[config.mk]
export PLATFORM = sky130hd
export DESIGN_NAME = vram_rect_writer
export DESIGN_NICKNAME = d
export VERILOG_FILES = /design/src/rtl/vram_rect_writer.sv
export SDC_FILE = /design/constraint.sdc
export NUM_CORES = 1
export LEC_CHECK = 0
export BUFFER_PORTS_ARGS = -buffer_cell sky130_fd_sc_hd__buf_2
export CORE_MARGIN = 3
export CORE_UTILIZATION = 25
export DETAILED_ROUTE_END_ITERATION = 10
export GPL_TIMING_DRIVEN = 0
export REMOVE_ABC_BUFFERS = 1
export SYNTH_ARGS = -nofsm -noshare
export SYNTH_HDL_FRONTEND = slang
export SYNTH_SLANG_ARGS = --single-unit
[constraint.sdc]
create_clock -name CLK -period 6.3 [get_ports CLK]
set_input_delay 1.26 -clock CLK [delete_from_list [all_inputs] [get_ports CLK]]
set_output_delay 1.26 -clock CLK [all_outputs]
set_load 0.1 [all_outputs]
[src/rtl/vram_rect_writer.sv]
// vram_rect_writer
//   Write-side engine for the dual-clock VRAM. Fills an axis-aligned rectangle
//   with a single RGB332 colour into a FB_W x FB_H byte-per-pixel framebuffer
//   located at BASE_ADDR, driving VRAM port B one pixel per cycle. Rectangles
//   are clipped to the framebuffer; address arithmetic wraps modulo
//   2^(ADDR_W+1).
//
// Ports
//   CLK, RST_N          system clock (rising edge), async active-low reset
//   BASE_ADDR           framebuffer byte base, captured on command accept
//   CMD_VALID/READY     command handshake; READY only while idle
//   CMD_X0/Y0/W/H       rectangle origin and size (W or H of 0 = empty)
//   CMD_COLOR           fill byte
//   ABORT               cancel the active command (setup or fill)
//   VRAM_ADDR/DATA/WE   port-B write interface, one byte per WE cycle
//   BUSY                command in setup or fill
//   DONE                one-cycle pulse on completion or abort
module vram_rect_writer #(
  parameter int ADDR_W = 17,
  parameter int FB_W   = 320,
  parameter int FB_H   = 240
) (
  input  logic              CLK,
  input  logic              RST_N,
  input  logic [ADDR_W-1:0] BASE_ADDR,
  input  logic              CMD_VALID,
  output logic              CMD_READY,
  input  logic [8:0]        CMD_X0,
  input  logic [7:0]        CMD_Y0,
  input  logic [8:0]        CMD_W,
  input  logic [7:0]        CMD_H,
  input  logic [7:0]        CMD_COLOR,
  input  logic              ABORT,
  output logic [ADDR_W:0]   VRAM_ADDR,
  output logic [7:0]        VRAM_DATA,
  output logic              VRAM_WE,
  output logic              BUSY,
  output logic              DONE
);

  localparam int AW = ADDR_W + 1;

  localparam logic [1:0] S_IDLE  = 2'd0;
  localparam logic [1:0] S_SETUP = 2'd1;
  localparam logic [1:0] S_FILL  = 2'd2;
  localparam logic [1:0] S_FIN   = 2'd3;

  localparam logic [9:0]    FB_W10 = 10'(FB_W);
  localparam logic [9:0]    FB_H10 = 10'(FB_H);
  localparam logic [AW-1:0] FB_WA  = AW'(FB_W);

  logic [1:0]        state;

  // Command fields captured on accept
  logic [ADDR_W-1:0] base_q;
  logic [8:0]        x0_q;
  logic [8:0]        w_q;
  logic [7:0]        y0_q;
  logic [7:0]        h_q;
  logic [7:0]        color_q;

  // Fill walk state
  logic [9:0]        x_end;
  logic [9:0]        y_end;
  logic [8:0]        x;
  logic [7:0]        y;
  logic [AW-1:0]     row_base;

  // Last written address/data, presented while not writing
  logic [AW-1:0]     addr_q;
  logic [7:0]        data_q;

  logic [9:0]        x_sum;
  logic [9:0]        y_sum;
  logic [9:0]        x_end_n;
  logic [9:0]        y_end_n;
  logic              empty;
  logic [AW-1:0]     row_base_n;
  logic              x_last;
  logic              y_last;
  logic              writing;
  logic [AW-1:0]     pix_addr;

  always_comb begin
    x_sum      = {1'b0, x0_q} + {1'b0, w_q};
    y_sum      = {2'b00, y0_q} + {2'b00, h_q};
    x_end_n    = (x_sum > FB_W10) ? FB_W10 : x_sum;
    y_end_n    = (y_sum > FB_H10) ? FB_H10 : y_sum;
    empty      = (w_q == 9'd0) || (h_q == 8'd0) ||
                 ({1'b0, x0_q} >= FB_W10) || ({2'b00, y0_q} >= FB_H10);
    row_base_n = AW'(base_q) + AW'(y0_q) * FB_WA;
    x_last     = ({1'b0, x} + 10'd1) == x_end;
    y_last     = ({2'b00, y} + 10'd1) == y_end;
    pix_addr   = row_base + AW'(x);
    // WE is combinational so that ABORT and an async reset take effect in
    // the same cycle they are seen.
    writing    = (state == S_FILL) && !ABORT;
  end

  assign VRAM_WE   = writing;
  assign VRAM_ADDR = writing ? pix_addr : addr_q;
  assign VRAM_DATA = writing ? color_q  : data_q;
  assign CMD_READY = (state == S_IDLE);
  assign BUSY      = (state == S_SETUP) || (state == S_FILL);
  assign DONE      = (state == S_FIN);

  always_ff @(posedge CLK or negedge RST_N) begin
    if (!RST_N) begin
      state    <= S_IDLE;
      base_q   <= '0;
      x0_q     <= '0;
      w_q      <= '0;
      y0_q     <= '0;
      h_q      <= '0;
      color_q  <= '0;
      x_end    <= '0;
      y_end    <= '0;
      x        <= '0;
      y        <= '0;
      row_base <= '0;
      addr_q   <= '0;
      data_q   <= '0;
    end else begin
      case (state)
        S_IDLE: begin
          if (CMD_VALID) begin
            base_q  <= BASE_ADDR;
            x0_q    <= CMD_X0;
            w_q     <= CMD_W;
            y0_q    <= CMD_Y0;
            h_q     <= CMD_H;
            color_q <= CMD_COLOR;
            state   <= S_SETUP;
          end
        end
        S_SETUP: begin
          x_end    <= x_end_n;
          y_end    <= y_end_n;
          row_base <= row_base_n;
          x        <= x0_q;
          y        <= y0_q;
          state    <= (ABORT || empty) ? S_FIN : S_FILL;
        end
        S_FILL: begin
          if (ABORT) begin
            state <= S_FIN;
          end else begin
            addr_q <= pix_addr;
            data_q <= color_q;
            if (x_last) begin
              if (y_last) begin
                state <= S_FIN;
              end else begin
                x        <= x0_q;
                y        <= y + 8'd1;
                row_base <= row_base + FB_WA;
              end
            end else begin
              x <= x + 9'd1;
            end
          end
        end
        S_FIN:   state <= S_IDLE;
        default: state <= S_IDLE;
      endcase
    end
  end

endmodule

==> impl_metrics.env <==
export IMPL_post_drt_wl_per_cell_um=15.8
export IMPL_totalWireLength_um=22000
export IMPL_grt_pass1_wl_um=35500
export IMPL_synthXorXnorAreaFrac_pct=5.58
export IMPL_dieArea_um2=36800
export IMPL_initial_core_util_pct=25.5
export IMPL_cts_repair_resized=0
export IMPL_crit_path_start_kind="register"
export IMPL_synthTopCellsByCount="dfrtp_1, nand2_1, mux2_2, ha_1, inv_1"
export IMPL_synth_mux_area_share_pct=10.1
export IMPL_chipHeight_um=192
export IMPL_synth_area_per_cell_um2=10.1
export IMPL_ys_flop_type="dfrtp_1"
export IMPL_cts_max_level=4
export IMPL_cts_path_max_buffers=2
export IMPL_num_rows=67
export IMPL_yosys_top_cells_area="dfrtp_1, ha_1, mux2_2"
export IMPL_root_buffer="clkbuf_16"
export IMPL_hp_start="data_q[5]"
export IMPL_slew_headroom_pct=12.3
export IMPL_synth_top_area_cell="dfrtp_1"
export IMPL_die_x_um=192
export IMPL_yosysUniqueCellTypes=77
export IMPL_worstHoldPathType="register to register"
export IMPL_io_buffers=92
export IMPL_setup_tns_ns=0
export IMPL_synthAdderAreaFrac_pct=9.43
export IMPL_r2r_setup_slack_ns=1.43
export IMPL_rsz0062_at_grt="false"
export IMPL_drt_vias_per_instance=4.75
export IMPL_grt_start_max_net_pins=91
export IMPL_r2r_end="x[3]"
export IMPL_period_minus_slack_ns=5.57
export IMPL_path_max_fanout=42
export IMPL_antenna_found_initial=1
export IMPL_min_period_over_period_pct=88.5
export IMPL_syn_area_um2=8630
export IMPL_grt_pass1_vias=6622
export IMPL_globalplace_congestion=0.813
export IMPL_hold_violations=0
export IMPL_final_setup_viol_count=0
export IMPL_area_growth_pct=16.8
export IMPL_synth_top_family_by_area="compound AO/OA/AOI/OAI gates"
export IMPL_slew_viol_final=0
export IMPL_io_pin_count=93
export IMPL_reg2reg_depth=8
export IMPL_ys_ff_latch=141
export IMPL_crit_type="register to output port"
export IMPL_syn_inst=851
export IMPL_hold_end="data_q[5]"
export IMPL_synth_compound_area_share_pct=15.9
export IMPL_grt_overflow=0
export IMPL_hold_depth=2
export IMPL_synth_most_common_cell="dfrtp_1"
export IMPL_yosys_warnings=0
export IMPL_critPathCaptureType="output port"
export IMPL_worst_pin_slew_ns=1.32
export IMPL_synthArstFlopShare_pct=100
export IMPL_layout_drive_gt1_share_pct=22.2
export IMPL_synth_top_area_share_pct=40.9
export IMPL_drt_iter0_drc=277
export IMPL_drc_errors=0
export IMPL_clock_skew_ns=0.0103
export IMPL_cts_sinks=141
export IMPL_timing_rr_start="state[0]"
export IMPL_fp_coreArea_um2=33800
export IMPL_post_cts_buffers=0
export IMPL_antenna_cells=0
export IMPL_worst_endpoint_required_ns=5.04
export IMPL_synth_edf_count=0
export IMPL_cap_viol_max_count=0
export IMPL_cts_tree="yes"
export IMPL_hpwl_um=15900
export IMPL_dr_pass1_iters=4
export IMPL_nNetsFinal=1055
export IMPL_num_vias=6606
export IMPL_ys_seq_area_share_pct=40.9
export IMPL_clk_latency_ns=0.43
export IMPL_clk_pin_slew_ns=0.07
export IMPL_track_usage_pct=12.3
export IMPL_fmax_mhz=179
export IMPL_worstPathArrival_ns=4.31
export IMPL_synth_simple_gate_area_share_pct=13.7
export IMPL_cts_hold_buffers=0
export IMPL_status="finished clean"
export IMPL_whs_ns=0.469
export IMPL_cts_buffers=17
export IMPL_ant_nets=0
registers in the layout, indices dropped and copies added, names as in the netlist:
signal	cells
x0_q	9
addr_q	18
color_q	8
row_base	18
h_q	8
state	2
y	8
y0_q	8
x	9
w_q	9
base_q	17
y_end	9
x_end	10
data_q	8
kinds of logic (layout without fill, tap and decap cells):
kind of cell               count (synthesis)  count (layout)
xor gates and xnor gates                  55              55
buffers and inverters                     80             172
and+or+nand+nor                          237             237
muxes                                     79              79
adders and majority gates                 62              62
DFF                                      141             141
AOI/OAI and AO/OA                        197             197
layout make-up:
cell class,instances,area [um^2]
clock buffers,17,425
clock inverters,15,154
fillers,3543,23700
inverters,46,173
multi-input cells,630,4730
flip-flops and latches,141,3530
well taps,448,561
repair buffers,94,502
stage by stage:
stage / utilization (%) / instances / worst slack [ns] / area (um^2)
floorplan: - / 817 / 0.580 / 8420
global placement: 27.9 / 1357 / 0.624 / 9440
detailed placement: 28.1 / 1359 / 1.19 / 9490
CTS: 29.8 / 1391 / 0.716 / 10100
global route: 29.8 / 1391 / 0.400 / 10100
finish: 29.8 / 1391 / 0.726 / 10100
critical path, stage by stage (launching register included):
cell and delay (ns):
dfrtp_1 0.44, inv_1 0.11, ha_1 1.04, nand2b_2 0.78, inv_1 0.75, a31o_2 0.26, buf_2 0.45
layout by cell type, fill, tap and decap left out, types with 5 or more instances in the layout:
cell,count
a31o_2,5
mux2_2,62
xor2_1,13
a221o_1,5
o31ai_1,6
nor2b_1,8
nand3_1,18
nor2_1,44
and3_1,9
mux2i_1,17
a31oi_1,7
nand2_1,87
a22oi_1,6
dfrtp_1,141
a21oi_1,33
nor3_1,22
nand4_1,6
ha_1,57
clkbuf_16,17
xnor2_1,42
nand2b_1,6
o21ai_0,40
buf_2,91
inv_1,45
nor3b_1,5
o22ai_1,8
a22o_1,9
fa_1,5
a21o_1,10
o2bb2ai_1,8
a211oi_1,6
o21bai_1,8
nor4_1,5
per-layer routing:
layer | global-route usage [%] | vias up | routed length, um
met3 | 2.81 | 23 | 901
met5 | 0 | - | 13
met1 | 16.6 | 3224 | 10600
met2 | 19.7 | 103 | 10200
met4 | 3.39 | 2 | 282
li1 | - | 3254 | -
worst max-delay path by stage:
stage,start,to,slack [ns]
floorplan,x[0],VRAM_ADDR[14],0.58
global placement,state[0],VRAM_ADDR[8],0.62
detailed placement,state[0],VRAM_ADDR[8],1.19
CTS,state[0],VRAM_ADDR[8],0.72
global route,state[0],VRAM_ADDR[6],0.40
finish,state[0],VRAM_ADDR[8],0.73
Power is not shown: default switching activity piles up to over one toggle a cycle in this logic, so the estimate is an artifact.
